**src/rtl/fetch_prefetch.sv**
```systemverilog
// Instruction-fetch front end: owns the fetch PC, issues word reads to a 1-cycle synchronous ROM,
// and queues {pc, instr} pairs for the core. Optional counters are enabled with `define FETCH_STATS_EN.
module fetch_prefetch #(
  parameter logic [31:0] RESET_PC = 32'h0000_0000,
  parameter int          DEPTH    = 4
) (
  input  logic        clk,
  input  logic        n_rst,
  input  logic        redirect,
  input  logic [31:0] redirect_pc,
  output logic        imem_req,
  output logic [31:0] imem_addr,
  input  logic [31:0] imem_rdata,
  output logic        out_valid,
  input  logic        out_ready,
  output logic [31:0] out_instr,
  output logic [31:0] out_pc
`ifdef FETCH_STATS_EN
  ,
  output logic [31:0] stat_fetch_cnt,
  output logic [31:0] stat_kill_cnt
`endif
);

  localparam int AW = $clog2(DEPTH);
  localparam int CW = AW + 1;

  typedef enum logic [1:0] {IDLE = 2'd0, RUN = 2'd1, FLUSH = 2'd2} state_t;

  state_t          state_reg, state_next;
  logic [31:0]     fetch_pc_reg;
  logic            resp_live_reg;
  logic [31:0]     resp_pc_reg;
  logic [AW-1:0]   wr_ptr_reg, rd_ptr_reg;
  logic [CW-1:0]   count_reg;
  logic [31:0]     pc_mem    [DEPTH];
  logic [31:0]     instr_mem [DEPTH];

  logic            fifo_empty;
  logic [CW-1:0]   occupancy;
  logic            credit_ok;
  logic            head_valid;
  logic            pop;
  logic            fifo_pop;
  logic            fifo_push;

  // The returning ROM word counts as occupancy and is visible as head before it is stored.
  assign fifo_empty = (count_reg == '0);
  assign occupancy  = count_reg + CW'(resp_live_reg);
  assign credit_ok  = (occupancy < CW'(DEPTH));
  assign head_valid = !fifo_empty || resp_live_reg;
  assign pop        = head_valid && out_ready && !redirect;
  assign fifo_pop   = pop && !fifo_empty;
  assign fifo_push  = resp_live_reg && !redirect && !(pop && fifo_empty);

  // FSM state register
  always_ff @(posedge clk or negedge n_rst) begin
    if (!n_rst) state_reg <= IDLE;
    else        state_reg <= state_next;
  end

  // FSM next-state logic
  always_comb begin
    state_next = state_reg;
    if (redirect) begin
      state_next = FLUSH;
    end else begin
      case (state_reg)
        IDLE:    state_next = RUN;
        RUN:     state_next = RUN;
        FLUSH:   state_next = RUN;
        default: state_next = IDLE;
      endcase
    end
  end

  // FSM / datapath outputs
  always_comb begin
    imem_req  = (state_reg == RUN) && credit_ok;
    imem_addr = fetch_pc_reg;
    out_valid = head_valid;
    out_pc    = 32'h0;
    out_instr = 32'h0;
    if (!fifo_empty) begin
      out_pc    = pc_mem[rd_ptr_reg];
      out_instr = instr_mem[rd_ptr_reg];
    end else if (resp_live_reg) begin
      out_pc    = resp_pc_reg;
      out_instr = imem_rdata;
    end
  end

  always_ff @(posedge clk or negedge n_rst) begin
    if (!n_rst) begin
      fetch_pc_reg  <= RESET_PC;
      resp_live_reg <= 1'b0;
      resp_pc_reg   <= 32'h0;
    end else begin
      // A request issued in the redirect cycle is never marked live, so its data is dropped.
      resp_live_reg <= imem_req && !redirect;
      resp_pc_reg   <= fetch_pc_reg;
      if (redirect)      fetch_pc_reg <= redirect_pc & 32'hFFFF_FFFC;
      else if (imem_req) fetch_pc_reg <= fetch_pc_reg + 32'd4;
    end
  end

  always_ff @(posedge clk or negedge n_rst) begin
    if (!n_rst) begin
      wr_ptr_reg <= '0;
      rd_ptr_reg <= '0;
      count_reg  <= '0;
    end else if (redirect) begin
      wr_ptr_reg <= '0;
      rd_ptr_reg <= '0;
      count_reg  <= '0;
    end else begin
      if (fifo_push) wr_ptr_reg <= wr_ptr_reg + AW'(1);
      if (fifo_pop)  rd_ptr_reg <= rd_ptr_reg + AW'(1);
      count_reg <= count_reg + CW'(fifo_push) - CW'(fifo_pop);
    end
  end

  always_ff @(posedge clk) begin
    if (fifo_push) begin
      pc_mem[wr_ptr_reg]    <= resp_pc_reg;
      instr_mem[wr_ptr_reg] <= imem_rdata;
    end
  end

`ifdef FETCH_STATS_EN
  logic [32:0] kill_sum;
  assign kill_sum = {1'b0, stat_kill_cnt} + 33'(occupancy) + 33'(imem_req);

  always_ff @(posedge clk or negedge n_rst) begin
    if (!n_rst) begin
      stat_fetch_cnt <= 32'h0;
      stat_kill_cnt  <= 32'h0;
    end else begin
      if (imem_req && stat_fetch_cnt != 32'hFFFF_FFFF)
        stat_fetch_cnt <= stat_fetch_cnt + 32'd1;
      if (redirect)
        stat_kill_cnt <= kill_sum[32] ? 32'hFFFF_FFFF : kill_sum[31:0];
    end
  end
`endif

endmodule

```
**config.mk**
```make
export PLATFORM = sky130hd
export DESIGN_NAME = fetch_prefetch
export DESIGN_NICKNAME = d
export VERILOG_FILES = /design/src/rtl/fetch_prefetch.sv
export SDC_FILE = /design/constraint.sdc
export NUM_CORES = 1
export LEC_CHECK = 0
export BUFFER_PORTS_ARGS = -buffer_cell sky130_fd_sc_hd__buf_2
export CAP_MARGIN = 20
export CORE_MARGIN = 10
export CORE_UTILIZATION = 25
export DETAILED_ROUTE_END_ITERATION = 8
export GPL_TIMING_DRIVEN = 1
export SYNTH_ARGS = -nofsm -noshare
export SYNTH_HDL_FRONTEND = slang
export SYNTH_SLANG_ARGS = --single-unit
```
**constraint.sdc**
```tcl
create_clock -name clk -period 5.8 [get_ports clk]
set_input_delay 0.29 -clock clk [delete_from_list [all_inputs] [get_ports clk]]
set_output_delay 0.29 -clock clk [all_outputs]
set_load 0.03 [all_outputs]
```
; ---- Yosys cells after proc, flatten, opt, wreduce, memory -nomap -nowiden
; Memory sizes are Yosys's and may differ from the RTL's.
; Index checks and enable logic that the tools add are counted.
[totals]
inputBits = 68
wordCells = 51
ram_bits = 256
reg_bits = 74
mem_count = 2
output_inout_bits = 98
[classes]
addsub = 6
n_lt_le_gt_ge = 1
n_eq_ne = 2
mux = 15
n_reduce_logical = 18
[memory_table]
columns = memory, words, word_bits, rd, rd_ports_with_merged_regs, wr, line_no
row1 = instr_mem, 4, 32, 1, 0, 1, 37  ; logic [31:0] instr_mem [DEPTH];
row2 = pc_mem, 4, 32, 1, 0, 1, 36  ; logic [31:0] pc_mem [DEPTH];
[op_table]
columns = operator, count
row1 = $mux 32, 6
row2 = $add 32x3->32 const B, 1
row3 = $mux 2, 5
row4 = $logic_and 1x1->1, 8
row5 = $add 3x1->3, 2
row6 = $reduce_bool 2->1, 3
row7 = $add 2x1->2 const B, 2
row8 = $logic_not 1->1, 3
row9 = $logic_not 3->1, 1
row10 = $lt 3x3->1 const B, 1
row11 = $mux 1, 3
row12 = $mux 3, 1
row13 = $reduce_or 3->1, 1
row14 = $sub 3x1->3, 1
row15 = $eq 2x1->1 const B, 1
row16 = $eq 2x2->1 const B, 1
row17 = $logic_not 2->1, 1
row18 = $logic_or 1x1->1, 1

; ---- Logic depth before layout (Yosys ltp)
; Gate-level depths: netlist of the first run.
[logic_depth]
depth_word = 11
ltp_mapped = 12
mapped_depth_nobuf = 11

; ---- Least setup slack after synthesis of the first run
; No wires, ideal clock.
[synth_timing]
kind = register to register
from = register count_reg[1]
to = memory instr_mem[0][0] (enable)
n_path_buf = 1
path_slack_ps = 2648
setup_ps = 427
arrival_ps = 2726
t_required_ps = 5373
synth_period_minus_slack_ps = 3152
stages_incl_launch_ff = 6
cell_sequence = dfrtp_1 > or3_1 > clkbuf_1 > o21ai_0 > nor2_1 > and2_1
[synth_via]
elab_chain_len = 10
[synth_lines]
columns = item, line_no
row1 = from (decl), 35  ; logic [CW-1:0] count_reg;
row2 = from (signal assigned), 119  ; count_reg <= count_reg + CW'(fifo_push) - CW'(fifo_pop);
row3 = $logic_not 3->1 (*), 48  ; assign fifo_empty = (count_reg == '0);
row4 = $logic_not 1->1, --
row5 = $logic_or 1x1->1, 51  ; assign head_valid = !fifo_empty || resp_live_reg;
row6 = $logic_and 1x1->1 (2 in a row), 52  ; assign pop = head_valid && out_ready && !redirect;
row7 = $logic_and 1x1->1 (*), 54  ; assign fifo_push = resp_live_reg && !redirect && !(pop && fifo_empty);
row8 = $logic_not 1->1 (*), 54
row9 = $logic_and 1x1->1 (*), 54
row10 = $mux 1 (*), 124  ; if (fifo_push) begin
row11 = $mux 1 (not written as such) (*), 126  ; instr_mem[wr_ptr_reg] <= imem_rdata;
row12 = to (decl), 37
; Every way passes the cells marked *; elsewhere a longest branch is shown, timed or not.

; ---- Final worst setup path of the first run
[layout_timing]
from = register count_reg[1]
to = memory pc_mem[0][28] (enable)
[layout_via]
elab_chain_len = 10
[layout_lines]
columns = item, line_no
row1 = $logic_not 3->1 (*), 48
row2 = $logic_not 1->1, --
row3 = $logic_or 1x1->1, 51
row4 = $logic_and 1x1->1 (2 in a row), 52
row5 = $logic_and 1x1->1 (*), 54
row6 = $logic_not 1->1 (*), 54
row7 = $logic_and 1x1->1 (*), 54
row8 = $mux 1 (*), 124
row9 = $mux 1 (not written as such) (*), 125  ; pc_mem[wr_ptr_reg] <= resp_pc_reg;
row10 = to (decl), 36
; Marks and branches as above.

==> run summary, run 1 <==
endpoints failing hold - 0
final worst-path cycle share - 0.552
largest family of logic cells by synthesized area - multiplexers
slew margin rel. - 0.281
Avg Cell Area, Syn - 15.9 um2
Tmin final - 3200 ps
Reg clk slew, reported paths - 60 ps
CP endpoint kind - register
Root Buffer - clkbuf_16
clock skew - 23.4 ps
worst-path fanout max - 60
Post-Syn Area - 12800 um2
Final nets - 1101
Reg2Reg Capture Point - pc_mem[0][28]$_DFFE_PP_
total grt overflow - 0
R2R Setup Slk - 2600 ps
Vias/cell - 4.25
worst reg-to-reg path cell count - 5
DR WL/cell - 18.0 um
Die Y-Extent - 246 um
Hold EP - imem_addr[31]$_DFFE_PN0N_
register bank with the most flops - instr_mem
PortBufs - 159
Worst Path Arrival - 3370 ps
CTS resizes - 0
most frequent cells in the layout - edfxtp_1, buf_2, nand2_1, o21ai_0, dfrtp_1
Core Area - 50300 um2
sequential fraction of the synthesis area - 0.721
layout cell share with drive strength beyond 1 - 0.286
synth unique cells - 37
Simple-Gate Fraction of Synth Area - 0.0765
static leakage - 5.65 nW
setup_tns - 0 ps
biggest regs - instr_mem x128, pc_mem x120
CP required - 5970 ps
clk_lat worst skew - 560 ps
WS Path Type - reg -> reg
Pwr per Cell Area - 399 nW/um2
placed cells - 1596
WHS Path Cells - 3
Layout Cells excl Fill - 1724
Die Area - 60500 um2
post-synthesis mux area share - 0.112
largest net degree at the start of global routing - 71
Post-Synth Adder-Cell Area - 0.00844
Initial Util - 0.254
antenna violations before repair - 0
Metal-1 WL - 13700 um
Reg2Reg Launch Point - count_reg[1]$_DFF_PN0_
leading cell type in the layout, fill and taps excluded - edfxtp_1
Max Fclk - 313 MHz
IO Pins - 166
wire length on met2 - 15000 um
worst hold path type - in -> reg
Max Used Layer - met4
GP Congestion - 0.699
CP startpoint kind - register
CTS tree - done
max reg flops - 128
Filler cells - 4914
first-iteration detailed-routing DRC count - 375
max-slew violation count - 0
clock sink count - 318
final antenna-violating net count - 0
CTS H-tree depth - 2
Synth Warn # - 0
DR WL met3 - 1760 um
worst hold path startpoint - redirect_pc[31]
worst vdd ir - 0.000174 V
row count - 82
DR vias - 7320
Routed WL - 31100 um
outcome - finished, final reports clean
xor/xnor cell area share of the yosys netlist - 0.0206
Synth Area in Compound Gates - 0.0427
cts bufs inserted - 37
# setup viols final - 0
Area growth syn-to-layout - 26.1%
width of the chip - 246 um
Place WS - 2490 ps
DR pass1 iterations - 4
worst setup margin - 2600 ps
Seq cells post-synth - 318
first-pass GRT wire length - 47300 um
Total GRT Usage - 0.102
max_cap viols - 0
number of global-route vias before repair - 7819
# DRC - 0
Post-Synthesis Cells - 801
placed wire-length estimate - 19000 um
Tightest Pin Transition - 1080 ps
RSZ-0062 raised after global routing - false
clock tree buffer depth - 3
## timing repair
item	4_1_cts	5_1_grt
hold buffers	62	0
endpoints found under the hold margin	227	0
setup buffers	0	0
## layout make-up
type                       instances  area, um2  area share
tap                              672        841      0.0523
inverter                           8       30.0     0.00187
multi-input combinational        430       3360       0.209
clock inverter                    21        195      0.0121
sequential                       318       9210       0.572
timing repair buffer             230       1490      0.0924
clock buffer                      44        962      0.0598
antenna                            1       2.50    0.000156
## kinds of logic (layout without fill, tap and decap cells)
logic type                 Yosys count  count (layout)
muxes                               65              65
buffers and inverters               56             303
other                                1               5
adders and majority gates            8               8
and+or+nand+nor                    222             222
DFF                                318             318
xor gates and xnor gates            30              30
AOI/OAI and AO/OA                  101             101
## metrics by stage
stage	hold slack (ps)	area [um2]	power (W)	utilization
detailed placement	414	14300	0.00428	0.285
floorplan	-5.59	12800	0.00375	-
finish	61.6	16100	0.00642	0.320
CTS	7.27	16100	0.00655	0.320
global route	64.8	16100	0.00675	0.320
global placement	414	14300	0.00426	0.285
## power by group
part / switching [W] / internal [W]
clock network: 0.000919 / 0.00129
logic: 0.00107 / 0.000501
registers: 0.000105 / 0.00254
total: 0.00210 / 0.00433
## synthesized netlist by cell type, drive strengths merged
master | n | area share
and3 | 6 | 0.0029
nand3 | 14 | 0.0055
nand4 | 14 | 0.0078
nor3 | 2 | 0.0012
buf | 13 | 0.0057
dfrtp | 70 | 0.14
fa | 1 | 0.0016
xnor2 | 6 | 0.0041
a2111oi | 1 | 0.0012
nand2b | 2 | 0.00098
nor2b | 1 | 0.00049
mux4 | 62 | 0.11
ha | 7 | 0.0069
mux2i | 2 | 0.0016
and2 | 6 | 0.0029
nand2 | 156 | 0.046
or3 | 4 | 0.0020
clkbuf | 35 | 0.010
a31o | 1 | 0.00069
xor2 | 24 | 0.016
conb | 1 | 0.00029
and4 | 4 | 0.0027
o31a | 1 | 0.00069
edfxtp | 248 | 0.58
a31oi | 3 | 0.0015
a21oi | 2 | 0.00078
or2 | 1 | 0.00049
mux2 | 1 | 0.00088
o21ai | 91 | 0.036
nor2 | 12 | 0.0035
o21a | 1 | 0.00059
inv | 8 | 0.0024
a211oi | 1 | 0.0016
## worst max path at each step
stage	start	end	slack [ps]	cells after the start
global placement	count_reg[1]$_DFF_PN0_	pc_mem[1][7]$_DFFE_PP_	2530	5
global route	count_reg[1]$_DFF_PN0_	pc_mem[0][28]$_DFFE_PP_	2230	5
floorplan	count_reg[1]$_DFF_PN0_	instr_mem[0][0]$_DFFE_PP_	2650	5
detailed placement	count_reg[1]$_DFF_PN0_	instr_mem[0][3]$_DFFE_PP_	2490	5
CTS	count_reg[1]$_DFF_PN0_	out_pc[9]	2440	4
finish	count_reg[1]$_DFF_PN0_	pc_mem[0][28]$_DFFE_PP_	2600	5
## routing by layer
| metal | global-route usage | vias to the layer above |
|---|---|---|
| met5 | 0 | - |
| met4 | 0.0376 | 0 |
| met3 | 0.0255 | 41 |
| met2 | 0.165 | 158 |
| met1 | 0.130 | 3655 |
| li1 | - | 3466 |
## critical path, stage by stage, from the launching register on
cell and delay (ps):
dfrtp_1 470, or3_4 550, o21ai_0 320, nor2_1 330
and2_4 580, buf_4 540
Power figures use the tool's default switching activity.
==> run 2, diff against run 1 <==
==> constraint.sdc (replaced) <==
create_clock -name clk -period 3.2 [get_ports clk]
set_input_delay 0.16 -clock clk [delete_from_list [all_inputs] [get_ports clk]]
set_output_delay 0.16 -clock clk [all_outputs]
set_load 0.03 [all_outputs]
==> run summary, run 2 (synthesis results as in run 1) <==
Tightest Pin Transition - 981 ps
clock tree buffer depth - 3
Area growth syn-to-layout - 27.8%
CP startpoint kind - register
Pwr per Cell Area - 733 nW/um2
most frequent cells in the layout - edfxtp_1, buf_2, nand2_1, o21ai_0, dfrtp_1
outcome - finished, final reports clean
first-pass GRT wire length - 48700 um
ant diodes - 0
RSZ-0062 raised after global routing - false
DR vias - 7412
biggest regs - instr_mem x128, pc_mem x120
number of global-route vias before repair - 7998
Routed WL - 31400 um
DR WL/cell - 18.1 um
Reg2Reg Capture Point - pc_mem[3][19]$_DFFE_PP_
placed wire-length estimate - 19100 um
row count - 82
max reg flops - 128
clock skew - 18.3 ps
endpoints failing hold - 0
R2R Setup Slk - 610 ps
Final nets - 1112
clock sink count - 318
Reg2Reg Launch Point - count_reg[1]$_DFF_PN0_
Min Hold Slack - 296 ps
WS Path Type - reg -> out
final antenna-violating net count - 0
total grt overflow - 0
CP endpoint kind - output port
worst-path fanout max - 101
Max Fclk - 355 MHz
static leakage - 5.77 nW
width of the chip - 246 um
GP Congestion - 0.702
Reg clk slew, reported paths - 60 ps
clk_lat worst skew - 540 ps
largest net degree at the start of global routing - 102
cts bufs inserted - 36
max_cap viols - 0
Core Area - 50300 um2
CTS resizes - 0
leading cell type in the layout, fill and taps excluded - edfxtp_1
final worst-path cycle share - 0.880
Total GRT Usage - 0.104
Layout Cells excl Fill - 1735
fin util - 0.324
CTS tree - done
Die Area - 60500 um2
Initial Util - 0.254
Tmin final - 2820 ps
worst reg-to-reg path cell count - 6
Tot Pwr - 0.0119 W
max-slew violation count - 0
worst hold path type - in -> async
# setup viols final - 0
antenna violations before repair - 0
register bank with the most flops - instr_mem
CP required - 3040 ps
setup_tns - 0 ps
first-iteration detailed-routing DRC count - 378
layout cell share with drive strength beyond 1 - 0.296
placed cells - 1605
Root Buffer - clkbuf_16
worst vdd ir - 0.000378 V
Die Y-Extent - 246 um
slew margin rel. - 0.346
CTS H-tree depth - 2
DR pass1 iterations - 4
Worst Path Arrival - 2660 ps
# DRC - 0
PortBufs - 159
Vias/cell - 4.27
IO Pins - 166
## run 2: layout make-up
class / count / area [um2]
clock buffers: 42 / 986
repair buffers: 242 / 1630
fillers: 4919 / 34000
flip-flops and latches: 318 / 9210
inverters: 8 / 30.0
clock inverters: 23 / 239
multi-input cells: 430 / 3360
well taps: 672 / 841
## run 2: worst max-delay path, cell delays in order (launching register included)
cell,delay [ps]
dfrtp_1,450
or3_4,390
buf_4,230
buf_12,210
o21ai_0,400
buf_2,270
## run 2: worst max path at each step
| stage | from | endpoint | slack (ps) |
|---|---|---|---|
| 3_5_place_dp | count_reg[1]$_DFF_PN0_ | pc_mem[0][25]$_DFFE_PP_ | 530 |
| 2_1_floorplan | count_reg[1]$_DFF_PN0_ | instr_mem[0][0]$_DFFE_PP_ | 50 |
| 5_1_grt | resp_live_reg$_DFF_PN0_ | out_pc[8] | 250 |
| 4_1_cts | count_reg[1]$_DFF_PN0_ | out_pc[8] | 250 |
| 3_3_place_gp | count_reg[1]$_DFF_PN0_ | pc_mem[3][24]$_DFFE_PP_ | 570 |
| 6_report | count_reg[1]$_DFF_PN0_ | out_instr[10] | 380 |
## run 2: routing by layer
| layer | vias up | share of wire | GRT usage |
|---|---|---|---|
| met5 | - | 0 | 0 |
| met4 | 0 | 0.021 | 0.0381 |
| met3 | 42 | 0.063 | 0.0288 |
| met2 | 167 | 0.48 | 0.169 |
| met1 | 3721 | 0.43 | 0.130 |
| li1 | 3482 | - | - |
## run 2: where the power goes
part	leakage (nW)	total, W	internal, W	switching (W)
logic	2.08	0.00294	0.000971	0.00197
registers	3.08	0.00479	0.00460	0.000182
clock network	0.604	0.00422	0.00255	0.00167
total	5.77	0.0119	0.00812	0.00383
## run 2: per-stage QoR
stage          cell area (um2)  setup slack [ps]
4_1_cts                  16300               251
6_report                 16300               383
5_1_grt                  16300               246
2_1_floorplan            12800              47.9
3_3_place_gp             14400               568
3_5_place_dp             14400               527
## run 2: repair_timing
| action | CTS | global route |
|---|---|---|
| buffers inserted | 0 | 0 |
| endpoints found under the setup margin | 0 | 0 |
| hold buffers | 65 | 0 |
| hold endpoints to repair | 231 | 0 |
==> run 3, diff against run 2 <==
--- a/config.mk
+++ b/config.mk
@@ -5,6 +5,7 @@
 export SDC_FILE = /design/constraint.sdc
 export NUM_CORES = 1
 export LEC_CHECK = 0
+export ABC_AREA = 1
 export BUFFER_PORTS_ARGS = -buffer_cell sky130_fd_sc_hd__buf_2
 export CAP_MARGIN = 20
 export CORE_MARGIN = 10
==> run summary, run 3 <==
post-synth top area share - 0.546
max reg flops - 128
# setup viols final - 0
first-pass GRT wire length - 59600 um
worst reg-to-reg path cell count - 8
Internal Pwr Total - 0.00804 W
Die Y-Extent - 254 um
Die Area - 64400 um2
Seq cells post-synth - 318
CP delay by family, top - buffers and inverters
Reg clk slew, reported paths - 60 ps
clock skew - 18.5 ps
fin util - 0.317
cell chain of the critical path - nor3_4, buf_4, inv_2, buf_4, nand3_1, nand2_1, buf_2
setup_tns - 0 ps
Tmin final - 2910 ps
Total GRT Usage - 0.119
layout cell share with drive strength beyond 1 - 0.162
DR pass1 iterations - 5
first-iteration detailed-routing DRC count - 626
Core Area - 53900 um2
CP max-delay cell - buf_4
slowest stage delay, CP - 700 ps
Top cell by count, worst path - buf_4
Root Buffer - clkbuf_16
width of the chip - 254 um
Initial Util - 0.253
worst-path fanout max - 64
Synth area leader - edfxtp_1
max-slew violation count - 0
slew margin rel. - 0.390
placed wire-length estimate - 23100 um
clock share of power - 0.321
Vias/cell - 4.46
total grt overflow - 0
Flop pwr share - 0.389
most frequent cells in the layout - nand2_1, nand3_1, edfxtp_1, buf_2, dfrtp_1
worst setup margin - 294 ps
Synth Warn # - 0
most instantiated cells after synthesis - nand2_1, nand3_1, edfxtp_1
R2R Setup Slk - 500 ps
Layout Cells excl Fill - 2272
final worst-path cycle share - 0.908
Worst Path Arrival - 2750 ps
Post-Place Cell Area - 15300 um2
endpoints failing hold - 0
CP startpoint kind - register
final antenna-violating net count - 0
Post-Syn Area - 13700 um2
CP required - 3040 ps
Reg2Reg Capture Point - rd_ptr_reg[1]$_DFFE_PN0P_
number of global-route vias before repair - 10117
outcome - finished, final reports clean
Place WS - 741 ps
sequential fraction of the synthesis area - 0.674
Avg Cell Area, Syn - 10.3 um2
Synth Flop Type - edfxtp_1
Tightest Pin Transition - 915 ps
GP Congestion - 0.811
Area growth syn-to-layout - 25.3%
leading cell type in the layout, fill and taps excluded - nand2_1
fraction of registers with async set/reset - 0.220
Pwr per Cell Area - 745 nW/um2
max_cap viols - 0
placed cells - 2139
fin area - 17100 um2
worst vdd ir - 0.000414 V
worst hold path type - in -> async
Routed WL - 38100 um
DR WL/cell - 16.8 um
row count - 85
IO Pins - 166
CTS tree - done
antenna violations before repair - 0
# DRC - 0
sw frac - 0.369
Psw - 0.00470 W
clock tree buffer depth - 3
Final nets - 1624
CP endpoint kind - output port
DR vias - 10135
Comb pwr share - 0.289
PortBufs - 159
biggest regs - instr_mem x128, pc_mem x120
synth unique cells - 31
Post-Synthesis Cells - 1330
EDFF count, synth - 248
Max Fclk - 344 MHz
most common cell in the netlist - nand2_1
RSZ-0062 raised after global routing - false
register bank with the most flops - instr_mem
WS Path Type - reg -> out
clock sink count - 318
cts bufs inserted - 37
ant diodes - 0
CTS H-tree depth - 2
clk_lat worst skew - 540 ps
Worst Path Buf+Inv - 4
static leakage - 6.95 nW
Crit. path cell count - 7
Reg2Reg Launch Point - count_reg[1]$_DFF_PN0_
top cells by area, synth - edfxtp_1, nand2_1, dfrtp_1, nand3_1, inv_1
largest net degree at the start of global routing - 71
run 3: cell count changes in the layout (fill, tap and decap cells not counted), sizes merged, moves of 8 or more:
cell    change
clkbuf      +8
xor2       -18
inv        +50
o21ai      -73
nand2     +323
nand3     +283
nand4      -13
nor2       +41
mux4       -62
run 3: cells by family (layout without fill, tap and decap cells):
family / count (synthesis) / count (layout) / share of synthesized area
buffers and inverters: 130 / 373 / 0.0397
adder cells (fa/ha/maj): 8 / 8 / 0.00788
AO/OA/AOI/OAI: 26 / 26 / 0.0104
other: 1 / 4 / 0.000275
AND/OR/NAND/NOR: 834 / 834 / 0.260
XOR/XNOR: 13 / 13 / 0.00834
flip-flops: 318 / 318 / 0.674
run 3: power by group through the flow:
stage          clock network (W)  logic [W]  registers, W
4_1_cts                  0.00422    0.00375       0.00496
2_1_floorplan                  0    0.00238       0.00499
3_3_place_gp                   0    0.00365       0.00503
5_1_grt                  0.00439    0.00406       0.00499
3_5_place_dp                   0    0.00368       0.00505
6_report                 0.00409    0.00368       0.00496
run 3: worst max path at each step:
stage	end	slack, ps	from
global placement	count_reg[2]$_DFF_PN0_	710	count_reg[1]$_DFF_PN0_
finish	out_instr[26]	290	count_reg[1]$_DFF_PN0_
CTS	out_pc[18]	250	count_reg[1]$_DFF_PN0_
detailed placement	count_reg[2]$_DFF_PN0_	740	count_reg[1]$_DFF_PN0_
floorplan	instr_mem[0][0]$_DFFE_PP_	-720	resp_live_reg$_DFF_PN0_
global route	out_pc[16]	130	count_reg[1]$_DFF_PN0_
run 3: routing by layer:
metal | routed length (um) | track usage | up-vias
met2 | 17900 | 0.195 | 299
met4 | 740 | 0.0306 | 0
li1 | - | - | 4934
met1 | 17000 | 0.151 | 4851
met5 | 0 | 0 | -
met3 | 2490 | 0.0319 | 51
run 3: cell type report:
| cell class | instances | area, um2 |
|---|---|---|
| Fill cell | 5433 | 36800 |
| Sequential cell | 318 | 9210 |
| Multi-Input combinational cell | 885 | 3950 |
| Timing Repair Buffer | 249 | 1690 |
| Clock buffer | 50 | 995 |
| Tap cell | 696 | 871 |
| Inverter | 57 | 216 |
| Clock inverter | 17 | 180 |
run 3: worst register-to-register path, cell delays in order, from the launching register on:
cell	delay [ps]
dfrtp_1	490
nor3_4	80
buf_4	220
inv_2	80
buf_4	700
nand3_1	210
o21ai_1	170
a21oi_1	50
dlygate4sd3_1	570
run 3: through the flow:
stage,total power (W),hold slack [ps]
2_1_floorplan,0.00737,-136
3_3_place_gp,0.00868,320
3_5_place_dp,0.00873,324
4_1_cts,0.0129,263
5_1_grt,0.0135,326
6_report,0.0127,264
run 3: what timing repair did:
action | 4_1_cts | 5_1_grt
endpoints found under the hold margin | 195 | 0
hold buffers | 66 | 0
setup buffers | 0 | 0
resized for setup | 0 | 0
